## src/rtl/clk_ctrl_pkg.sv

```systemverilog
// clk_ctrl_pkg: shared mode encoding and default rates for the CPU clock controller
package clk_ctrl_pkg;
  typedef enum logic [1:0] {HALT = 2'd0, RUN = 2'd1, STEP = 2'd2, CPU_HALT = 2'd3} mode_t;
  localparam int unsigned DEF_DIV0 = 500000;
  localparam int unsigned DEF_DIV1 = 50000;
  localparam int unsigned DEF_DIV2 = 5000;
  localparam int unsigned DEF_DIV3 = 1;
  localparam int unsigned DEF_DEB_CYCLES = 1000000;
  // Terminal divider count; a zero divisor is treated as one
  function automatic logic [31:0] term(input int unsigned div);
    return div == 0 ? 32'd0 : div - 1;
  endfunction
endpackage

```

## src/rtl/debounce.sv

```systemverilog
// debounce: 2-flop synchronizer, stability counter and rising-edge pulse for a board button
module debounce #(
  parameter int unsigned DEB_CYCLES = 1000000
) (
  input  logic clk_i,
  input  logic rst_ni,
  input  logic btn_i,
  output logic rise_o
);
  localparam int W = DEB_CYCLES < 2 ? 1 : $clog2(DEB_CYCLES);
  localparam logic [W-1:0] LIM = W'(DEB_CYCLES == 0 ? 0 : DEB_CYCLES - 1);
  logic s0_q, s1_q, lvl_q, rise_q, diff, flip;
  logic [W-1:0] cnt_q;
  assign diff = s1_q != lvl_q;
  assign flip = diff && cnt_q == LIM;
  assign rise_o = rise_q;
  // Level follows the synchronized input only after DEB_CYCLES consecutive differing samples
  always_ff @(posedge clk_i) begin
    if (!rst_ni) begin
      s0_q   <= 1'b0;
      s1_q   <= 1'b0;
      lvl_q  <= 1'b0;
      rise_q <= 1'b0;
      cnt_q  <= '0;
    end else begin
      s0_q   <= btn_i;
      s1_q   <= s0_q;
      cnt_q  <= diff && !flip ? cnt_q + 1'b1 : '0;
      lvl_q  <= flip ? s1_q : lvl_q;
      rise_q <= flip & s1_q;
    end
  end
endmodule

```

## src/rtl/cpu_clock_ctrl.sv

```systemverilog
// cpu_clock_ctrl: run/halt/single-step clock-enable generator for the CPU domain
module cpu_clock_ctrl
  import clk_ctrl_pkg::*;
#(
  parameter int unsigned DIV0       = DEF_DIV0,
  parameter int unsigned DIV1       = DEF_DIV1,
  parameter int unsigned DIV2       = DEF_DIV2,
  parameter int unsigned DIV3       = DEF_DIV3,
  parameter int unsigned DEB_CYCLES = DEF_DEB_CYCLES
) (
  input  logic        clk_board,
  input  logic        rst_n,
  input  logic        run_sw,
  input  logic        step_btn,
  input  logic [1:0]  div_sel,
  input  logic        halt_req,
  output logic        cpu_ce,
  output logic [1:0]  mode,
  output logic [31:0] tick_cnt
);
  localparam logic [31:0] T0 = term(DIV0);
  localparam logic [31:0] T1 = term(DIV1);
  localparam logic [31:0] T2 = term(DIV2);
  localparam logic [31:0] T3 = term(DIV3);
  mode_t       mode_q;
  logic        run_s0_q, run_s1_q, ce_q, step_ev;
  logic [1:0]  sel_q;
  logic [31:0] cnt_q, tick_q, tsel;
  debounce #(.DEB_CYCLES(DEB_CYCLES)) u_step (
    .clk_i (clk_board),
    .rst_ni(rst_n),
    .btn_i (step_btn),
    .rise_o(step_ev)
  );
  assign tsel = div_sel == 2'd0 ? T0 : div_sel == 2'd1 ? T1 : div_sel == 2'd2 ? T2 : T3;
  assign cpu_ce   = ce_q;
  assign mode     = mode_q;
  assign tick_cnt = tick_q;
  // Synchronize the run switch and remember the last rate select to spot changes
  always_ff @(posedge clk_board) begin
    if (!rst_n) begin
      run_s0_q <= 1'b0;
      run_s1_q <= 1'b0;
      sel_q    <= 2'd0;
    end else begin
      run_s0_q <= run_sw;
      run_s1_q <= run_s0_q;
      sel_q    <= div_sel;
    end
  end
  // Mode FSM with divider and pulse counter; halt_req beats run_sw beats terminal count
  always_ff @(posedge clk_board) begin
    if (!rst_n) begin
      mode_q <= HALT;
      ce_q   <= 1'b0;
      cnt_q  <= '0;
      tick_q <= '0;
    end else begin
      ce_q  <= 1'b0;
      cnt_q <= '0;
      unique case (mode_q)
        HALT:
          if (run_s1_q) mode_q <= RUN;
          else if (step_ev) begin
            mode_q <= STEP;
            ce_q   <= 1'b1;
            tick_q <= tick_q + 32'd1;
          end
        RUN:
          if (halt_req) mode_q <= CPU_HALT;
          else if (!run_s1_q) mode_q <= HALT;
          else if (div_sel == sel_q) begin
            if (cnt_q == tsel) begin
              ce_q   <= 1'b1;
              tick_q <= tick_q + 32'd1;
            end else cnt_q <= cnt_q + 32'd1;
          end
        STEP: mode_q <= HALT;
        CPU_HALT: if (!run_s1_q) mode_q <= HALT;
      endcase
    end
  end
endmodule

```

## config.mk

```make
export PLATFORM = sky130hd
export DESIGN_NAME = cpu_clock_ctrl
export DESIGN_NICKNAME = d
export VERILOG_FILES = /design/src/rtl/clk_ctrl_pkg.sv /design/src/rtl/debounce.sv /design/src/rtl/cpu_clock_ctrl.sv
export SDC_FILE = /design/constraint.sdc
export NUM_CORES = 1
export LEC_CHECK = 0
export ABC_AREA = 0
export BUFFER_PORTS_ARGS = -buffer_cell sky130_fd_sc_hd__buf_2
export CELL_PAD_IN_SITES_DETAIL_PLACEMENT = 1
export CELL_PAD_IN_SITES_GLOBAL_PLACEMENT = 2
export CORE_UTILIZATION = 37
export CTS_CLUSTER_SIZE = 30
export DETAILED_ROUTE_END_ITERATION = 12
export PLACE_DENSITY_LB_ADDON = 0.15
export SETUP_SLACK_MARGIN = 0.1
export SKIP_LAST_GASP = 1
export SYNTH_ARGS = -nofsm -noshare
export SYNTH_HDL_FRONTEND = slang
export SYNTH_SLANG_ARGS = --single-unit
```

## constraint.sdc

```tcl
create_clock -name clk_board -period 3 [get_ports clk_board]
set_input_delay 0.15 -clock clk_board [delete_from_list [all_inputs] [get_ports clk_board]]
set_output_delay 0.15 -clock clk_board [all_outputs]
set_load 0.02 [all_outputs]
```

==> flow_summary.toml, run 1 <==
[run_status]
status = "finished, final reports clean"

[grt]
grt_max_degree = 33
grt_pass1_wl_um = 18100
antenna_found_initial = 0
grt_overflow = 0
grtUsageTotal = 0.178
grt_pass1_vias = 3723

[synthesis]
synth_fp_nets = 523
synthTopCellsByArea = "dfxtp_1 (42%), xnor2_1 (8.7%), nor2_1 (7.4%), a2111oi_2 (6.3%), xor2_1 (5.6%)"
ys_types = 41
synth_top_family_by_area = "simple AND/OR/NAND/NOR gates"
synth_ff_type = "dfxtp_1"
ys_seq_area_frac = 0.420
yosysTopAreaCellShare = 0.420
ys_ff_latch = 95
synthSimpleGateAreaFrac = 0.266
synth_cells = 509
synth.mux.area_fraction = 0.00662
synth_fa_ha_area_frac = 0.0193
synth_xor_area_frac = 0.143
synth-edff-count = 0
yosys_warnings = 0
synth_compound_area_frac = 0.115
async_flop_share = 0
avgSynthCellArea_um2 = 8.91
synth_common_cells = "dfxtp_1 (95), nor2_1 (89), xnor2_1 (45)"
synth_area_um2 = 4530
yosysMostFrequentCell = "dfxtp_1"
synth.largest_area_cell = "dfxtp_1"

[placed_design]
dp_cells = 688
gp_congestion = 0.745
pre_cts_slack_ns = 0.149
port_buffers = 41
post-dp-hpwl_um = 7320

[worst_setup_path]
cp_top_family = "simple AND/OR/NAND/NOR gates"
cp-end-kind = "flop"
crit_type = "reg2reg"
crit_path_max_incr_delay_ns = 0.41
path_buf_inv = 1
critical_path.slowest_cell = "a21oi_2"
path_cells = "or3_1 > a2111oi_2 > nand3_1 > or3_1 > buf_12 > a21oi_2 > a211oi_1 > nand2b_1"
cp.arrival_ns = 2.89
cp-start-kind = "flop"
critical_path.most_common_cell = "or3_1"
cp_max_fo = 26
cp.required_ns = 3.23

[flow_run]
cap_violations = 0

[finish]
fin_cells = 704
utilization = 0.440
area_delta_synth_final_pct = 16.2
nets = 567
layout-drive-gt1-share = 0.171
antenna_cells = 0

[die]
fp.dieW_um = 113
io_pins = 42
dieArea_um2 = 12700
die_h_um = 113
start_util = 0.379
core_um2 = 12000
rows = 40

[sta]
maxSlewViolCount = 0
finalHoldViolCount = 0
max_clock_freq_mhz = 376
rsz0062_at_grt = "no"
min_period_ns = 2.66
finalSetupTns_ns = 0
maxSlewHeadroom = 0.438
post-route-period-util = 0.887
clock_skew_ns = 0.00575
fin_ws_ns = 0.339
timing.hold.ws_ns = 0.0564
setup_violations = 0
worstMarginPinSlew_ns = 0.843

[power]
power.density_nw_per_um2 = 493
power_leakage_nw = 1.80
vdd_drop_max_mv = 0.200

[detailed_routing]
wl_met1_um = 5050
drtIter0Drc = 119
drt-total-wl_um = 10200
met3WireLength_um = 198
drc = 0
top_layer = "met4"
via_count = 3656
ant_nets = 0
dr_wl_met2_um = 4820
viasPerCell = 5.19
dr.pass1.iters = 4
wl_per_cell_um = 14.5

[clocking]
worstSkewPairLatency_ns = 0.34
clock-sinks = 95
path_clk_slew_ns = 0.06
cts_buffer_depth = 2
cts_setup_buffers = 0
cts_tree = "done"
ctsRootBufferMaster = "clkbuf_16"
cts_buffers = 9
postCtsResizedCells = 0
ctsHtreeMaxLevel = 3

[min_path]
hp-class = "in2reg"
cell type report:
class                   count  area [um^2]
clock buffers              12          267
clock inverters             3         65.1
fillers                  1409         6700
inverters                  12         45.0
multi-input cells         383         2500
flip-flops and latches     95         1900
well taps                 147          184
repair buffers             52          303
sequential cells by signal (all words and copies together) (netlist names):
| signal | flops |
|---|---|
| cnt_q | 32 |
| tick_cnt | 32 |
| u_step.cnt_q | 20 |
| mode | 2 |
| sel_q | 2 |
| cpu_ce | 1 |
| run_s0_q | 1 |
| run_s1_q | 1 |
| u_step.lvl_q | 1 |
| u_step.rise_o | 1 |
| u_step.s0_q | 1 |
| u_step.s1_q | 1 |
timing repair:
action / 4_1_cts / 5_1_grt
endpoints found under the setup margin: 0 / 0
endpoints found under the hold margin: 1 / 0
hold buffers: 1 / 0
metal layers:
layer	up-vias	GRT usage
met5	-	0
met1	1765	0.232
met2	33	0.289
met3	13	0.0313
met4	0	0.0747
li1	1845	-
worst register-to-register path, delay by kind of cell (launching register included):
family,cells,cell delay (ns)
and+or+nand+nor,4,1.10
AOI/OAI and AO/OA,3,0.90
DFF,1,0.35
buffers and inverters,1,0.20
stage by stage:
step / total power, W / cell area, um^2
2_1_floorplan: 0.00134 / 4530
3_3_place_gp: 0.00136 / 4920
3_5_place_dp: 0.00136 / 4920
4_1_cts: 0.00265 / 5270
5_1_grt: 0.00272 / 5270
6_report: 0.00260 / 5270
power breakdown:
group,internal (W),leakage (nW),switching (W)
clock,0.000793,0.165,0.000471
sequential,0.00127,0.766,0.00000414
combinational,0.0000211,0.872,0.0000428
total,0.00208,1.80,0.000518
kinds of logic after synthesis:
logic type / Yosys count
xor gates and xnor gates: 74
AOI/OAI and AO/OA: 54
and+or+nand+nor: 245
buffers and inverters: 31
muxes: 3
adders and majority gates: 7
DFF: 95
final timing paths:
| check | start | end | slack, ns | cells past startpoint |
|---|---|---|---|---|
| setup reg to reg | cnt_q[12]$_SDFF_PP0_ | tick_cnt[6]$_SDFFE_PN0P_ | 0.34 | 8 |
| hold / removal | step_btn | u_step.s0_q$_SDFF_PN0_ | 0.06 | 2 |
| hold reg to reg | run_s0_q$_SDFF_PN0_ | run_s1_q$_SDFF_PN0_ | 0.44 | 1 |
| setup / recovery | cnt_q[12]$_SDFF_PP0_ | tick_cnt[6]$_SDFFE_PN0P_ | 0.34 | 8 |
cell usage in the layout (no fill, tap or decap), types with 14 or more instances in the layout:
| cell | n |
|---|---|
| nor2_1 | 89 |
| nand4_1 | 14 |
| xnor2_1 | 45 |
| nand2_1 | 40 |
| xor2_1 | 29 |
| a2111oi_2 | 19 |
| buf_2 | 41 |
| and3_1 | 14 |
| dfxtp_1 | 95 |
| nand3_1 | 31 |
(Power assumes the default switching activity.)
==> run 2: changes to the inputs <==
Settings changed: CORE_UTILIZATION 37 to 36, HOLD_SLACK_MARGIN set to 0.1, SYNTH_HIERARCHICAL set to 1.
==> run 2 against run 1 <==
Sequential cell count did not move. Critical endpoint is now tick_cnt[31]$_SDFFE_PN0P_. Non-clock buffer count shrank 1. Die area grew 1.0%.
==> flow_summary.toml, run 2 <==
[run_status]
status = "finished, final reports clean"

[placed_design]
post-dp-hpwl_um = 7720
port_buffers = 41
dp_cells = 724
gp_congestion = 0.753
post_dp_cell_area_um2 = 4860

[synthesis]
synth-edff-count = 0
avgSynthCellArea_um2 = 8.45
synthTopCellsByArea = "dfxtp_1 (43%), xor2_1 (5.7%), nor2_1 (5.1%), or3_1 (4.6%), a21oi_1 (4.3%)"
yosysTopAreaCellShare = 0.427
yosys_warnings = 6
ys_ff_latch = 95
synth_cells = 527
synth_area_um2 = 4460
ys_types = 48
yosysMostFrequentCell = "dfxtp_1"
async_flop_share = 0
synth_common_cells = "dfxtp_1 (95), nor2_1 (61), a21oi_1 (38)"
synth.largest_area_cell = "dfxtp_1"
synth_ff_type = "dfxtp_1"
synth_fp_nets = 541
ys_seq_area_frac = 0.427

[min_path]
hp-class = "in2reg"

[worst_setup_path]
cp_max_fo = 35
cp.arrival_ns = 3.02
cp.required_ns = 3.27
crit_path_max_incr_delay_ns = 0.47
cp-end-kind = "flop"
path_buf_inv = 1
cp_top_family = "simple AND/OR/NAND/NOR gates"
critical_path.slowest_cell = "nor3_1"
cp-start-kind = "flop"
path_cells = "nor4_1 > nand4_1 > nor3_1 > a31oi_4 > buf_12 > or3_1 > a21oi_1"
crit_type = "reg2reg"

[sta]
post-route-period-util = 0.917
maxSlewViolCount = 0
max_clock_freq_mhz = 364
finalSetupTns_ns = 0
clock_skew_ns = 0.00411
finalHoldViolCount = 0
setup_violations = 0
worstMarginPinSlew_ns = 0.715
maxSlewHeadroom = 0.520
min_period_ns = 2.75
rsz0062_at_grt = "no"

[finish]
fin_cells = 742
area_delta_synth_final_pct = 17.7
postLayoutCellArea_um2 = 5240
nets = 583
layout_common_cells = "dfxtp_1 (95), nor2_1 (61), buf_2 (41)"
layout-drive-gt1-share = 0.129
utilization = 0.435
antenna_cells = 0
final_common_cell = "dfxtp_1"

[power]
power_leakage_nw = 1.76
vdd_drop_max_mv = 0.246
power.density_nw_per_um2 = 518

[clocking]
cts_setup_buffers = 0
postCtsResizedCells = 0
hold_buffers = 2
ctsHtreeMaxLevel = 3
worstSkewPairLatency_ns = 0.35
cts_buffer_depth = 2
ctsRootBufferMaster = "clkbuf_16"
cts_tree = "done"
path_clk_slew_ns = 0.06
clock-sinks = 95
cts_buffers = 9

[flow_run]
cap_violations = 0

[detailed_routing]
ant_nets = 0
drtIter0Drc = 184
dr.pass1.iters = 4
drt-total-wl_um = 11100
drc = 0
viasPerCell = 5.25
wl_per_cell_um = 15.0
via_count = 3895

[die]
io_pins = 42
start_util = 0.369
rows = 40
die_h_um = 113
core_um2 = 12100
fp.dieW_um = 113
dieArea_um2 = 12800

[grt]
grt_pass1_vias = 3973
grt_max_degree = 36
antenna_found_initial = 0
grtUsageTotal = 0.189
grt_pass1_wl_um = 19400
grt_overflow = 0
## run 2: cell count changes after synthesis, sizes merged, moves of 6 or more
cell and change:
nand2 -15, or3 +23, nand4 +10, o21ai +24, a211oi -6, or4 +8, a21oi +27, a2111oi -19
xnor2 -25, nor2 -28
## run 2: cells by family after synthesis
logic type      Yosys count  synth area share
simple gates            250             0.304
flops                    95             0.427
fa+ha+maj                 7            0.0197
xor+xnor                 49            0.0963
compound gates           92             0.121
buf+inv                  34            0.0323
## run 2: worst paths after layout
path	from	cells after the start	slack, ns	to
hold reg to reg	u_step/s0_q$_SDFF_PN0_	1	0.44	u_step/s1_q$_SDFF_PN0_
setup / recovery	cnt_q[27]$_SDFF_PP0_	7	0.25	tick_cnt[31]$_SDFFE_PN0P_
hold / removal	div_sel[0]	3	0.14	sel_q[0]$_SDFF_PN0_
setup reg to reg	cnt_q[27]$_SDFF_PP0_	7	0.25	tick_cnt[31]$_SDFFE_PN0P_
## run 2: per-stage QoR
step	power, W	worst slack, ns	hold slack (ns)
after detailed placement	0.00136	0.213	0.362
after CTS	0.00276	0.270	0.111
final	0.00272	0.250	0.135
after global placement	0.00136	0.312	0.360
after floorplan	0.00133	0.684	0.272
after global routing	0.00282	0.128	0.144
## run 2: worst min-delay path, stage by stage
cell    delay (ns)
buf_2         0.13
inv_1         0.10
nor2_1        0.05
## run 2: power by group
part	total [W]	switching, W	internal, W
Clock	0.00139	0.000488	0.000897
Sequential	0.00127	0.00000406	0.00127
Combinational	0.0000602	0.0000372	0.0000230
Total	0.00272	0.000529	0.00219
## run 2: area by class of cell
cell class              count  area [um^2]
fillers                  1447         6820
multi-input cells         398         2420
flip-flops and latches     95         1900
repair buffers             51          298
clock buffers              10          229
well taps                 168          210
clock inverters             6          133
inverters                  14         52.6
## run 2: per-layer routing
| metal | vias up | GRT usage | routed length, um |
|---|---|---|---|
| li1 | 1960 | - | - |
| met3 | 15 | 0.0321 | 281 |
| met4 | 0 | 0.0842 | 223 |
| met1 | 1879 | 0.246 | 5460 |
| met2 | 41 | 0.309 | 5130 |
| met5 | - | 0 | 0 |
==> run 3: changes to the inputs <==
Settings changed: CORE_MARGIN set to 2.
==> run 3 against run 2 <==
Critical path depth did not move. First-iteration DRC count rose by 14%. Cell count rose by 0.27%. Die area rose by 3.6%. Routed wire length rose by 1.7%. Non-clock buffer count rose by 3. Setup slack improved by 0.12 ns. Via count rose by 0.21%. Global-route usage fell by 1.0 points. Worst hold slack got worse by 0.0013 ns. Clock skew rose by 0.0052 ns. Final area fell by 0.98%.
==> flow_summary.toml, run 3 (synthesis gave the netlist of run 2 again) <==
[worst_setup_path]
path_cells = "nor4_1 > o211ai_1 > a2111oi_4 > a31oi_4 > buf_12 > or3_1 > a21oi_1"
cp_max_fo = 24
cp.arrival_ns = 2.90
cp-end-kind = "flop"
regToRegSetupSlack_ns = 0.37
cp.required_ns = 3.26
reg2reg_depth = 7
crit_type = "reg2reg"
cp-start-kind = "flop"
worstReg2RegEnd = "tick_cnt[16]$_SDFFE_PN0P_"
critical_path.slowest_cell = "a2111oi_4"
r2r-start = "cnt_q[28]$_SDFF_PP0_"
crit_path_max_incr_delay_ns = 0.48

[clocking]
cts_buffers = 9
path_clk_slew_ns = 0.06
ctsHtreeMaxLevel = 3
cts_setup_buffers = 0
cts_buffer_depth = 2
worstSkewPairLatency_ns = 0.34
postCtsResizedCells = 0
clock-sinks = 95
hold_buffers = 2
cts_tree = "done"
ctsRootBufferMaster = "clkbuf_16"

[grt]
grt_pass1_wl_um = 19200
grtUsageTotal = 0.179
antenna_found_initial = 0
grt_overflow = 0
grt_max_degree = 36
grt_pass1_vias = 3967

[die]
rows = 40
dieArea_um2 = 13300
io_pins = 42
fp.dieW_um = 115
core_um2 = 12100
start_util = 0.369
die_h_um = 115

[detailed_routing]
drc = 0
via_count = 3903
ant_nets = 0
drt-total-wl_um = 11300
wl_per_cell_um = 15.2
drtIter0Drc = 210
dr.pass1.iters = 4
viasPerCell = 5.25

[sta]
rsz0062_at_grt = "no"
maxSlewHeadroom = 0.523
maxSlewViolCount = 0
post-route-period-util = 0.878
finalSetupTns_ns = 0
finalHoldViolCount = 0
max_clock_freq_mhz = 380
clock_skew_ns = 0.00935
worstMarginPinSlew_ns = 0.709
setup_violations = 0
min_period_ns = 2.63

[placed_design]
post-dp-hpwl_um = 8010
port_buffers = 41
gp_congestion = 0.776

[power]
vdd_drop_max_mv = 0.297
p_total_w = 0.00240
power_leakage_nw = 1.75
power.density_nw_per_um2 = 463

[min_path]
worstHoldStart = "div_sel[1]"
holdPathEnd = "sel_q[1]$_SDFF_PN0_"
hp-class = "in2reg"
hold_path_depth = 3

[finish]
nets = 586
final_common_cell = "dfxtp_1"
area_delta_synth_final_pct = 16.5
regArea_um2 = 1900
layout_common_cells = "dfxtp_1 (95), nor2_1 (61), buf_2 (41)"
antenna_cells = 0
num-fill-cells = 1446
multi_input_comb_area_um2 = 2420
layout-drive-gt1-share = 0.132

[flow_run]
cap_violations = 0

[run_status]
status = "finished, final reports clean"
-- run 3: cell types whose count changed in the layout (fill, tap and decap cells not counted), sizes merged --
| cell | change |
|---|---|
| clkinvlp | -1 |
| clkbuf | +2 |
| buf | +3 |
| clkinv | +2 |
| bufinv | -4 |
-- run 3: worst max-delay path by stage --
stage	to	cells past startpoint	start	slack [ns]
after global routing	tick_cnt[27]$_SDFFE_PN0P_	7	cnt_q[28]$_SDFF_PP0_	0.21
after global placement	tick_cnt[31]$_SDFFE_PN0P_	9	div_sel[0]	0.33
after detailed placement	tick_cnt[16]$_SDFFE_PN0P_	9	div_sel[0]	0.26
after CTS	tick_cnt[16]$_SDFFE_PN0P_	7	cnt_q[28]$_SDFF_PP0_	0.38
final	tick_cnt[16]$_SDFFE_PN0P_	7	cnt_q[28]$_SDFF_PP0_	0.37
after floorplan	tick_cnt[10]$_SDFFE_PN0P_	8	div_sel[0]	0.68
-- run 3: power by group --
part	switching [W]	internal, W
sequential	0.00000447	0.00127
combinational	0.0000356	0.0000223
clock	0.000472	0.000602
-- run 3: worst max-delay path: cells and delay by family (launching register included) --
kind                   cells  cell delay, ns
buffers and inverters      1            0.26
DFF                        1            0.35
AOI/OAI and AO/OA          4            1.19
and+or+nand+nor            2            0.76
-- run 3: final cells by class --
class | count | area share
multi-input cells | 398 | 0.466
flip-flops and latches | 95 | 0.366
repair buffers | 54 | 0.0641
clock buffers | 12 | 0.0494
well taps | 168 | 0.0405
inverters | 14 | 0.0101
clock inverters | 3 | 0.00362
-- run 3: layer usage --
metal	up-vias	routed length, um	track usage
li1	1972	-	-
met1	1881	5500	0.229
met2	39	5310	0.305
met3	11	300	0.0290
met5	-	0	0
met4	0	169	0.0643
-- run 3: stage by stage --
| stage | utilization | instances | setup WS, ns | cell area (um^2) | hold slack (ns) |
|---|---|---|---|---|---|
| finish | 0.430 | 744 | 0.366 | 5190 | 0.134 |
| global route | 0.430 | 744 | 0.215 | 5190 | 0.155 |
| CTS | 0.430 | 744 | 0.378 | 5190 | 0.125 |
| detailed placement | 0.406 | 727 | 0.255 | 4900 | 0.366 |
| global placement | 0.406 | 727 | 0.328 | 4900 | 0.361 |
| floorplan | - | 527 | 0.684 | 4460 | 0.272 |
